`src/rtl/m68k_bus_responder_pkg.sv`:
```
// Shared FSM encodings, function codes and local-command type for the 68010 bus responder.
package m68k_bus_pkg;

  localparam int unsigned SyncDepth = 2;

  typedef logic [2:0] state_t;

  localparam state_t StIdle   = 3'd0;
  localparam state_t StDecode = 3'd1;
  localparam state_t StAccess = 3'd2;
  localparam state_t StWait   = 3'd3;
  localparam state_t StAck    = 3'd4;
  localparam state_t StIgnore = 3'd5;
  localparam state_t StBerr   = 3'd6;

  localparam logic [2:0] FcUserData = 3'd1;
  localparam logic [2:0] FcUserProg = 3'd2;
  localparam logic [2:0] FcSupData  = 3'd5;
  localparam logic [2:0] FcSupProg  = 3'd6;
  localparam logic [2:0] FcCpuSpace = 3'd7;

  typedef struct packed {
    logic        we;
    logic [1:0]  be;
    logic [22:0] addr;
    logic [2:0]  fc;
    logic [15:0] wdata;
  } loc_cmd_t;

  // A23:A1 is widened back to a byte address before masking.
  function automatic logic addr_hit(input logic [22:0] addr,
                                    input logic [23:0] base,
                                    input logic [23:0] mask);
    return (({addr, 1'b0} & mask) == (base & mask));
  endfunction

endpackage

```
`src/rtl/m68k_bus_responder_if.sv`:
```
// 68010 pad-side bus plus local memory port; slave is the responder's view.
interface m68k_bus_responder_if;

  logic        as_n;
  logic        rw_n;
  logic        uds_n;
  logic        lds_n;
  logic [2:0]  fc;
  logic [22:0] addr;
  logic [15:0] d_in;
  logic [15:0] d_out;
  logic        d_oe;
  logic        dtack_n;
  logic        berr_n;

  logic        loc_req;
  logic        loc_we;
  logic [1:0]  loc_be;
  logic [22:0] loc_addr;
  logic [2:0]  loc_fc;
  logic [15:0] loc_wdata;
  logic [15:0] loc_rdata;
  logic        loc_ack;

  modport slave (
    input  as_n, rw_n, uds_n, lds_n, fc, addr, d_in, loc_rdata, loc_ack,
    output d_out, d_oe, dtack_n, berr_n,
    output loc_req, loc_we, loc_be, loc_addr, loc_fc, loc_wdata
  );

  modport master (
    output as_n, rw_n, uds_n, lds_n, fc, addr, d_in, loc_rdata, loc_ack,
    input  d_out, d_oe, dtack_n, berr_n,
    input  loc_req, loc_we, loc_be, loc_addr, loc_fc, loc_wdata
  );

endinterface

```
`src/rtl/m68k_bus_responder_strobe_sync.sv`:
```
// Multi-flop synchronizer for the asynchronous AS_n/UDS_n/LDS_n strobes; resets negated.
module m68k_strobe_sync
  import m68k_bus_pkg::*;
(
  input  logic       i_clk,
  input  logic       i_rst_n,
  input  logic [2:0] i_async,
  output logic [2:0] o_sync
);

  logic [SyncDepth-1:0][2:0] r_stage;

  always_ff @(posedge i_clk or negedge i_rst_n) begin
    if (!i_rst_n) begin
      r_stage <= '1;
    end else begin
      r_stage <= {r_stage[SyncDepth-2:0], i_async};
    end
  end

  assign o_sync = r_stage[SyncDepth-1];

endmodule

```
`src/rtl/m68k_bus_responder.sv`:
```
// 68010 asynchronous-bus slave: one address window mapped onto a req/ack local port.
// Optional bus-error timeout enabled by defining M68K_RESP_BERR_TIMEOUT_EN.
module m68k_bus_responder
  import m68k_bus_pkg::*;
#(
  parameter logic [23:0] BASE_ADDR   = 24'h000000,
  parameter logic [23:0] ADDR_MASK   = 24'hF00000,
  parameter int unsigned WAIT_STATES = 0,
  parameter int unsigned TIMEOUT     = 255
) (
  input logic                 C100,
  input logic                 RESET_n,
  m68k_bus_responder_if.slave bus
);

  if (WAIT_STATES > 15) begin : g_bad_wait_states
    $error("WAIT_STATES must be in 0..15");
  end
  if ((TIMEOUT < 1) || (TIMEOUT > 1023)) begin : g_bad_timeout
    $error("TIMEOUT must be in 1..1023");
  end

  localparam logic [3:0] WaitLoad = 4'(WAIT_STATES - 1);

  logic [2:0]  w_sync;
  logic        w_as_n;
  logic        w_uds_n;
  logic        w_lds_n;
  logic        w_strobe;
  logic        w_hit;
  logic        w_aborting;
  logic        w_timeout;
  logic        w_berr_go;

  state_t      r_state;
  loc_cmd_t    r_cmd;
  logic        r_loc_req;
  logic        r_d_oe;
  logic        r_dtack_n;
  logic        r_abort;
  logic [15:0] r_d_out;
  logic [3:0]  r_wait_cnt;

  m68k_strobe_sync u_sync (
    .i_clk   (C100),
    .i_rst_n (RESET_n),
    .i_async ({bus.as_n, bus.uds_n, bus.lds_n}),
    .o_sync  (w_sync)
  );

  assign {w_as_n, w_uds_n, w_lds_n} = w_sync;
  assign w_strobe   = ~w_uds_n | ~w_lds_n;
  assign w_hit      = addr_hit(bus.addr, BASE_ADDR, ADDR_MASK);
  assign w_aborting = r_abort | w_as_n;

`ifdef M68K_RESP_BERR_TIMEOUT_EN
  localparam logic [9:0] TimeoutLast = 10'(TIMEOUT - 1);

  logic [9:0] r_to_cnt;
  logic       r_berr_n;

  assign w_timeout = (r_to_cnt == TimeoutLast);
  // An aborted cycle that times out is simply abandoned; nobody is left to see BERR.
  assign w_berr_go = (r_state == StAccess) && !bus.loc_ack && w_timeout && !w_aborting;

  always_ff @(posedge C100 or negedge RESET_n) begin
    if (!RESET_n) begin
      r_to_cnt <= '0;
      r_berr_n <= 1'b1;
    end else begin
      if (r_state == StAccess) begin
        r_to_cnt <= r_to_cnt + 10'd1;
      end else begin
        r_to_cnt <= '0;
      end
      if (w_berr_go) begin
        r_berr_n <= 1'b0;
      end else if ((r_state == StBerr) && w_as_n) begin
        r_berr_n <= 1'b1;
      end
    end
  end

  assign bus.berr_n = r_berr_n;
`else
  assign w_timeout  = 1'b0;
  assign w_berr_go  = 1'b0;
  assign bus.berr_n = 1'b1;
`endif

  always_ff @(posedge C100 or negedge RESET_n) begin
    if (!RESET_n) begin
      r_state    <= StIdle;
      r_cmd      <= '0;
      r_loc_req  <= 1'b0;
      r_d_oe     <= 1'b0;
      r_dtack_n  <= 1'b1;
      r_abort    <= 1'b0;
      r_d_out    <= '0;
      r_wait_cnt <= '0;
    end else begin
      case (r_state)
        StIdle: begin
          if (!w_as_n) begin
            r_state <= StDecode;
          end
        end

        // Write strobes trail AS_n by a bus clock, so wait for either data strobe.
        StDecode: begin
          if (w_as_n) begin
            r_state <= StIdle;
          end else if (w_strobe) begin
            if (w_hit) begin
              r_cmd <= '{we:    ~bus.rw_n,
                         be:    {~w_uds_n, ~w_lds_n},
                         addr:  bus.addr,
                         fc:    bus.fc,
                         wdata: bus.d_in};
              r_loc_req <= 1'b1;
              r_d_oe    <= bus.rw_n;
              r_abort   <= 1'b0;
              r_state   <= StAccess;
            end else begin
              r_state <= StIgnore;
            end
          end
        end

        // The local side must still see its request completed after an abort.
        StAccess: begin
          if (w_as_n) begin
            r_abort <= 1'b1;
            r_d_oe  <= 1'b0;
          end
          if (bus.loc_ack) begin
            r_loc_req <= 1'b0;
            r_d_out   <= bus.loc_rdata;
            if (w_aborting) begin
              r_d_oe  <= 1'b0;
              r_state <= StIdle;
            end else if (WAIT_STATES > 0) begin
              r_wait_cnt <= WaitLoad;
              r_state    <= StWait;
            end else begin
              r_dtack_n <= 1'b0;
              r_state   <= StAck;
            end
          end else if (w_timeout) begin
            r_loc_req <= 1'b0;
            r_d_oe    <= 1'b0;
            r_state   <= w_berr_go ? StBerr : StIdle;
          end
        end

        StWait: begin
          if (w_as_n) begin
            r_d_oe  <= 1'b0;
            r_state <= StIdle;
          end else if (r_wait_cnt == 4'd0) begin
            r_dtack_n <= 1'b0;
            r_state   <= StAck;
          end else begin
            r_wait_cnt <= r_wait_cnt - 4'd1;
          end
        end

        StAck: begin
          if (w_as_n) begin
            r_dtack_n <= 1'b1;
            r_d_oe    <= 1'b0;
            r_state   <= StIdle;
          end
        end

        StIgnore, StBerr: begin
          if (w_as_n) begin
            r_state <= StIdle;
          end
        end

        default: r_state <= StIdle;
      endcase
    end
  end

  assign bus.d_out     = r_d_out;
  assign bus.d_oe      = r_d_oe;
  assign bus.dtack_n   = r_dtack_n;
  assign bus.loc_req   = r_loc_req;
  assign bus.loc_we    = r_cmd.we;
  assign bus.loc_be    = r_cmd.be;
  assign bus.loc_addr  = r_cmd.addr;
  assign bus.loc_fc    = r_cmd.fc;
  assign bus.loc_wdata = r_cmd.wdata;

endmodule

```
`src/flat_wrapper.sv`:
```
// flat-port wrapper written by rule: the top's interface ports become plain ports
module m68k_bus_responder_flat import m68k_bus_pkg::*;
#(
  parameter logic [23:0] BASE_ADDR   = 24'h000000,
  parameter logic [23:0] ADDR_MASK   = 24'hF00000,
  parameter int unsigned WAIT_STATES = 0,
  parameter int unsigned TIMEOUT     = 255
)
  (C100, RESET_n, bus_as_n, bus_rw_n, bus_uds_n, bus_lds_n, bus_fc, bus_addr, bus_d_in, bus_loc_rdata, bus_loc_ack, bus_d_out, bus_d_oe, bus_dtack_n, bus_berr_n, bus_loc_req, bus_loc_we, bus_loc_be, bus_loc_addr, bus_loc_fc, bus_loc_wdata);
  m68k_bus_responder_if bus_i ();
  input logic C100;
  input logic RESET_n;
  input wire logic [$bits(bus_i.as_n)-1:0] bus_as_n;
  input wire logic [$bits(bus_i.rw_n)-1:0] bus_rw_n;
  input wire logic [$bits(bus_i.uds_n)-1:0] bus_uds_n;
  input wire logic [$bits(bus_i.lds_n)-1:0] bus_lds_n;
  input wire logic [$bits(bus_i.fc)-1:0] bus_fc;
  input wire logic [$bits(bus_i.addr)-1:0] bus_addr;
  input wire logic [$bits(bus_i.d_in)-1:0] bus_d_in;
  input wire logic [$bits(bus_i.loc_rdata)-1:0] bus_loc_rdata;
  input wire logic [$bits(bus_i.loc_ack)-1:0] bus_loc_ack;
  output wire logic [$bits(bus_i.d_out)-1:0] bus_d_out;
  output wire logic [$bits(bus_i.d_oe)-1:0] bus_d_oe;
  output wire logic [$bits(bus_i.dtack_n)-1:0] bus_dtack_n;
  output wire logic [$bits(bus_i.berr_n)-1:0] bus_berr_n;
  output wire logic [$bits(bus_i.loc_req)-1:0] bus_loc_req;
  output wire logic [$bits(bus_i.loc_we)-1:0] bus_loc_we;
  output wire logic [$bits(bus_i.loc_be)-1:0] bus_loc_be;
  output wire logic [$bits(bus_i.loc_addr)-1:0] bus_loc_addr;
  output wire logic [$bits(bus_i.loc_fc)-1:0] bus_loc_fc;
  output wire logic [$bits(bus_i.loc_wdata)-1:0] bus_loc_wdata;
  assign bus_i.as_n = bus_as_n;
  assign bus_i.rw_n = bus_rw_n;
  assign bus_i.uds_n = bus_uds_n;
  assign bus_i.lds_n = bus_lds_n;
  assign bus_i.fc = bus_fc;
  assign bus_i.addr = bus_addr;
  assign bus_i.d_in = bus_d_in;
  assign bus_i.loc_rdata = bus_loc_rdata;
  assign bus_i.loc_ack = bus_loc_ack;
  assign bus_d_out = bus_i.d_out;
  assign bus_d_oe = bus_i.d_oe;
  assign bus_dtack_n = bus_i.dtack_n;
  assign bus_berr_n = bus_i.berr_n;
  assign bus_loc_req = bus_i.loc_req;
  assign bus_loc_we = bus_i.loc_we;
  assign bus_loc_be = bus_i.loc_be;
  assign bus_loc_addr = bus_i.loc_addr;
  assign bus_loc_fc = bus_i.loc_fc;
  assign bus_loc_wdata = bus_i.loc_wdata;
  m68k_bus_responder #(.BASE_ADDR(BASE_ADDR), .ADDR_MASK(ADDR_MASK), .WAIT_STATES(WAIT_STATES), .TIMEOUT(TIMEOUT)) u_core (.C100(C100), .RESET_n(RESET_n), .bus(bus_i));
endmodule
```
`config.mk`:
```
export PLATFORM = sky130hd
export DESIGN_NAME = m68k_bus_responder_flat
export DESIGN_NICKNAME = d
export VERILOG_FILES = /design/src/rtl/m68k_bus_responder_pkg.sv /design/src/rtl/m68k_bus_responder_if.sv /design/src/rtl/m68k_bus_responder_strobe_sync.sv /design/src/rtl/m68k_bus_responder.sv /design/src/flat_wrapper.sv
export SDC_FILE = /design/constraint.sdc
export NUM_CORES = 1
export LEC_CHECK = 0
export BUFFER_PORTS_ARGS = -buffer_cell sky130_fd_sc_hd__buf_2
export CORE_ASPECT_RATIO = 0.75
export CORE_MARGIN = 2
export CORE_UTILIZATION = 52
export CTS_CLUSTER_DIAMETER = 40
export DETAILED_ROUTE_END_ITERATION = 10
export HOLD_SLACK_MARGIN = 0.08
export PLACE_DENSITY = 0.85
export SYNTH_ARGS = -nofsm -noshare
export SYNTH_HDL_FRONTEND = slang
export SYNTH_SLANG_ARGS = --single-unit
```
`constraint.sdc`:
```
create_clock -name C100 -period 2.87 [get_ports C100]
set_input_delay 0.1435 -clock C100 [delete_from_list [all_inputs] [get_ports C100]]
set_output_delay 0.1435 -clock C100 [all_outputs]
set_load 0.01 [all_outputs]
```
==> results of run 1 <==
-- final cells by class --
class / instances / area (um2) / area share [%]
sequential: 78 / 1960 / 41.4
timing repair buffer: 189 / 1250 / 26.4
multi-input combinational: 115 / 1160 / 24.6
clock buffer: 9 / 124 / 2.62
clock inverter: 7 / 113 / 2.38
tap: 78 / 97.6 / 2.06
inverter: 7 / 26.3 / 0.555
-- where the power goes --
group	total, mW	leakage (nW)	switching, mW	internal [mW]
Sequential	1.66	1.02	0.241	1.42
Clock	0.967	0.119	0.394	0.573
Combinational	1.13	1.43	0.484	0.646
Total	3.76	2.56	1.12	2.64
-- registers in the layout, indices dropped and copies added, names as in the netlist --
name	flops
u_core.bus.d_oe	1
u_core.bus.d_out	16
u_core.bus.dtack_n	1
u_core.bus.loc_addr	23
u_core.bus.loc_be	2
u_core.bus.loc_fc	3
u_core.bus.loc_req	1
u_core.bus.loc_wdata	16
u_core.bus.loc_we	1
u_core.r_abort	1
u_core.r_state	3
u_core.r_wait_cnt	4
u_core.u_sync.o_sync	3
u_core.u_sync.r_stage	3
-- final timing paths --
| path | start | endpoint | cells after the start |
|---|---|---|---|
| setup / recovery | u_core.r_state[1] | u_core.bus.loc_fc[1] | 4 |
| hold / removal | bus_addr[21] | u_core.bus.d_oe | 4 |
| setup reg to reg | u_core.r_state[1] | u_core.bus.loc_fc[1] | 4 |
| hold reg to reg | u_core.u_sync.r_stage[1] | u_core.u_sync.o_sync[1] | 0 |
| max in group asynchronous | RESET_n | u_core.bus.loc_req | 2 |
| min in group asynchronous | RESET_n | u_core.bus.d_out[3] | 2 |
-- through the flow --
step / hold slack [ns] / worst slack, ns / area [um2]
2_1_floorplan: -0.152 / 1.08 / 3230
5_1_grt: 0.174 / 0.613 / 4730
4_1_cts: 0.167 / 0.736 / 4730
6_report: 0.174 / 0.721 / 4730
3_3_place_gp: 0.252 / 0.828 / 3910
3_5_place_dp: 0.252 / 0.750 / 3910
-- per-layer routing --
| layer | track usage [%] | vias up | wire length [um] |
|---|---|---|---|
| met4 | 6.92 | 0 | 109 |
| met2 | 45.2 | 100 | 4260 |
| met5 | 0 | - | 0 |
| met3 | 9.87 | 11 | 621 |
| li1 | - | 1125 | - |
| met1 | 30.1 | 1185 | 3330 |
-- worst max-delay path, cell delays in order (launching register included) --
cell,delay (ns)
dfrtp_1,0.55
nor4b_4,0.47
nand3_4,0.22
buf_4,0.38
mux2_4,0.37
-- cells in the final DEF (no fill, tap or decap), drive strengths merged, types with 2 or more instances in the layout --
cell / synthesis / routed
a21oi: 3 / 3
a31oi: 2 / 2
and2: 5 / 5
buf: 9 / 130
bufinv: 0 / 3
clkbuf: 1 / 9
clkinv: 0 / 3
dfrtp: 71 / 71
dfstp: 7 / 7
dlygate4sd3: 0 / 59
inv: 7 / 7
mux2: 55 / 55
nand2: 5 / 5
nand3: 3 / 3
nand4: 3 / 3
nor2: 3 / 3
nor2b: 4 / 4
nor4: 2 / 2
o21ai: 8 / 8
o221ai: 2 / 2
o31ai: 2 / 2
-- logic make-up (layout without fill, tap and decap cells) --
group,count (synthesis),in the layout,share of synthesized area (%)
muxes,56,56,23.2
other,1,1,0.116
AOI/OAI and AO/OA,24,24,5.15
buffers and inverters,17,212,3.25
DFF,78,78,60.7
and+or+nand+nor,31,31,6.66
xor gates and xnor gates,2,2,0.542
adders and majority gates,1,1,0.387
==> flow_summary.toml, run 1 <==
[global_routing]
grt_pass1_wl_mm = 13.1
grt_max_degree = 79
antenna_found_initial = 0
grt_pass1_vias = 2665
gr-usage-all-layers_pct = 25.8
overflow = 0

[drt]
routedWlPerCell_um = 17.2
ant_nets = 0
vias = 2421
viasPerCell = 5.01
firstDrtPassIters = 4
drc_errors = 0
detail_route.wirelength_mm = 8.32
drtIter0Drc = 128

[timing]
final-hold-violation-count = 0
fmax_mhz = 465
worst_pin_slew_ns = 0.952
period_needed_ns = 2.15
final.period_utilization_pct = 74.9
tns_ns = 0
max_slew_margin_pct = 36.5
drv_slew = 0
rsz0062_at_grt = "no"
fin_skew_ns = 0.00766
setup_viol = 0

[clock_network]
cts-root-buf = "clkbuf_8"
tritoncts = "yes"
h-tree-depth = 3
cts.sinks = 78
cts_resized = 0
clkTransAtPathRegs_ns = 0.08
clock_latency_ns = 0.35
cts_buffers = 9
post_cts_buffers = 0
postCtsHoldBufs = 59
clk_path_buf_depth = 2

[synth]
synth_cell_type_count = 41
ys_seq_elements = 78
yosysMostFrequentCell = "dfrtp_1"
synthCells = 210
synth-edff-count = 0
synth_common_cells = "dfrtp_1, mux2_4, mux2_2, o21ai_0"
ys_top_cells_by_area = "dfrtp_1, mux2_4, mux2_2"
syn_area_per_cell_um2 = 15.4
syn_nets = 276
synth-async-reset-ratio_pct = 100
synth_top_area_share_pct = 55.0
ys_warn_count = 0
synth.cell_area_mm2 = 0.00323
synth-main-ff-cell = "dfrtp_1"
synth_area_leader_cell = "dfrtp_1"
ys_seq_area_share_pct = 60.7

[critical_path]
arrival_ns = 2.38
cp_max_fo = 35
rrSetupSlack_ns = 0.72
path_class = "reg -> reg"
cp.required_ns = 3.10
cp-end-kind = "flop"
startpoint_type = "flop"

[final_layout]
antenna_cells = 0
drive_gt1_share_pct = 52.8
postLayoutCoreUtil_pct = 80.0
fillerInstances = 356
syn2layout_area_growth_pct = 46.6
fin_nets = 466
final_cells = 483

[die]
ioPinCount = 130
fp.dieW_um = 95.0
die_area_mm2 = 0.00687
core_area_mm2 = 0.00592
rows = 24
dieHeight_um = 72.3
initial_utilization_pct = 54.6

[job]
cap_violations = 0

[power_and_ir_drop]
cellPowerDensity_mw_per_mm2 = 794
p_leak_nw = 2.56
power.total_mw = 3.76
peakVddDrop_mv = 0.445

[status]
status = "completed"

[hold_path]
min_path_type = "in -> reg"

[placed_design]
globalplace.congestion = 0.895
place_hpwl_mm = 4.50
placed_cells = 408
io_buffers = 128
(Power assumes the default switching activity.)
==> inputs of run 2 (changes only) <==
Settings changed: CORE_UTILIZATION 52 to 48, PLACE_DENSITY 0.85 to 0.79.
Clock period 2.87 ns to 2 ns, I/O delays scaled along.
==> run 2 against run 1 <==
Against the previous run: count of clock-buffer cells in the layout up 2; cell area up 1.0%; sequential power is 41% higher; highest routed layer unchanged; die area is 7.9% higher; combinational power is 48% higher; flip-flop and latch count unchanged; largest power group unchanged; global-route usage is 4.0 points lower.
==> flow_summary.toml, run 2 (synthesized netlist as in run 1, its figures left out) <==
[clock_network]
postCtsHoldBufs = 59
clk_path_buf_depth = 2
cts-root-buf = "clkbuf_8"
cts.sinks = 78
clock_latency_ns = 0.34
post_cts_buffers = 0
tritoncts = "yes"
clkTransAtPathRegs_ns = 0.08
cts_resized = 0
h-tree-depth = 3
cts_buffers = 9

[final_layout]
drive_gt1_share_pct = 53.3
fin_area_mm2 = 0.00478
fillerInstances = 427
layout_common_cells = "buf_2, dfrtp_1, dlygate4sd3_1, mux2_4, mux2_2"
antenna_cells = 0
fin_nets = 472
syn2layout_area_growth_pct = 48.0
largest_register_ffs = 23
layout_commonest_cell = "buf_2"

[drt]
drtIter0Drc = 89
firstDrtPassIters = 4
detail_route.wirelength_mm = 7.58
ant_nets = 0
drc_errors = 0
routedWlPerCell_um = 15.4
viasPerCell = 4.87
vias = 2396

[power_and_ir_drop]
cellPowerDensity_mw_per_mm2 = 1110
switching_share_pct = 29.8
combPwrFrac_pct = 31.5
power.switching_mw = 1.58
peakVddDrop_mv = 0.633
p_leak_nw = 2.59
intPower_mw = 3.74
power_frac_clock_pct = 24.6
pwr-share-seq_pct = 43.9

[critical_path]
path_class = "reg -> reg"
r2r_end = "u_core.bus.loc_addr[3]"
cp-end-kind = "flop"
r2r_start = "u_core.u_sync.o_sync[2]"
cp_max_fo = 33
arrival_ns = 2.05
startpoint_type = "flop"
reg2regPathDepth = 4
rrSetupSlack_ns = 0.17
cp.required_ns = 2.23

[timing]
setup_viol = 0
final-hold-violation-count = 0
rsz0062_at_grt = "no"
worst_pin_slew_ns = 0.564
max_slew_margin_pct = 62.4
tns_ns = 0
period_needed_ns = 1.83
final.period_utilization_pct = 91.3
fmax_mhz = 547
fin_skew_ns = 0.00842
drv_slew = 0

[placed_design]
placed_cell_area_mm2 = 0.00397
io_buffers = 128
place_hpwl_mm = 4.76
globalplace.congestion = 0.917

[hold_path]
min_path_type = "in -> reg"
hold_end = "u_core.bus.d_oe"
min_delay_path_depth = 4
min-delay-start = "bus_addr[21]"

[die]
die_area_mm2 = 0.00741
rows = 25
initial_utilization_pct = 50.4
core_area_mm2 = 0.00641
ioPinCount = 130
dieHeight_um = 75.1
fp.dieW_um = 98.7

[global_routing]
gr-usage-all-layers_pct = 21.8
overflow = 0
grt_max_degree = 41
antenna_found_initial = 0
grt_pass1_wl_mm = 12.5
grt_pass1_vias = 2498

[status]
status = "completed"

[job]
cap_violations = 0
==> run 2: routing by layer <==
metal | GRT usage (%) | wire length (um) | up-vias | part of all wire (%)
li1 | - | - | 1138 | -
met1 | 28.0 | 3300 | 1160 | 44
met2 | 36.1 | 3740 | 86 | 49
met3 | 6.50 | 441 | 12 | 5.8
met4 | 8.22 | 96 | 0 | 1.3
met5 | 0 | 0 | - | 0
==> run 2: power groups by stage <==
| stage | clock, mW | sequential (mW) | combinational [mW] |
|---|---|---|---|
| final | 1.31 | 2.34 | 1.67 |
| after global routing | 1.41 | 2.40 | 1.82 |
| after CTS | 1.35 | 2.33 | 1.67 |
| after detailed placement | 0 | 2.33 | 1.59 |
| after global placement | 0 | 2.32 | 1.54 |
| after floorplan | 0 | 2.51 | 0.738 |
==> run 2: final cells by class <==
class	count	area, um2	area share (%)
Sequential cell	78	1960	41.0
Timing Repair Buffer	195	1310	27.3
Multi-Input combinational cell	115	1160	24.4
Clock buffer	11	141	2.96
Tap cell	81	101	2.12
Clock inverter	5	81.3	1.70
Inverter	7	26.3	0.549
==> run 2: stage by stage <==
stage	hold slack (ns)	cells	utilization, %	setup slack, ns	total power [mW]
final	0.130	492	74.6	0.173	5.32
after global routing	0.126	492	74.6	0.0655	5.63
after CTS	0.101	492	74.6	0.180	5.35
after detailed placement	0.0981	417	61.9	0.198	3.92
after global placement	0.0935	417	61.9	0.260	3.86
after floorplan	-0.196	210	-	0.212	3.25
==> run 2: how the worst max path moves through the flow <==
stage	startpoint	end	slack (ns)
after floorplan	u_core.r_wait_cnt[0]	u_core.r_state[1]	0.21
after global placement	u_core.u_sync.o_sync[2]	u_core.bus.loc_addr[4]	0.26
after detailed placement	u_core.u_sync.o_sync[2]	u_core.bus.loc_addr[3]	0.20
after CTS	u_core.u_sync.o_sync[2]	u_core.bus.loc_addr[3]	0.18
after global routing	u_core.u_sync.o_sync[2]	u_core.r_state[0]	0.07
final	u_core.u_sync.o_sync[2]	u_core.bus.loc_addr[3]	0.17
==> run 2: worst max-delay path: stages, from the launching register on <==
cell     delay (ns)
dfstp_2        0.65
nor4b_4        0.09
nand3_4        0.07
buf_4          0.47
mux2_2         0.40
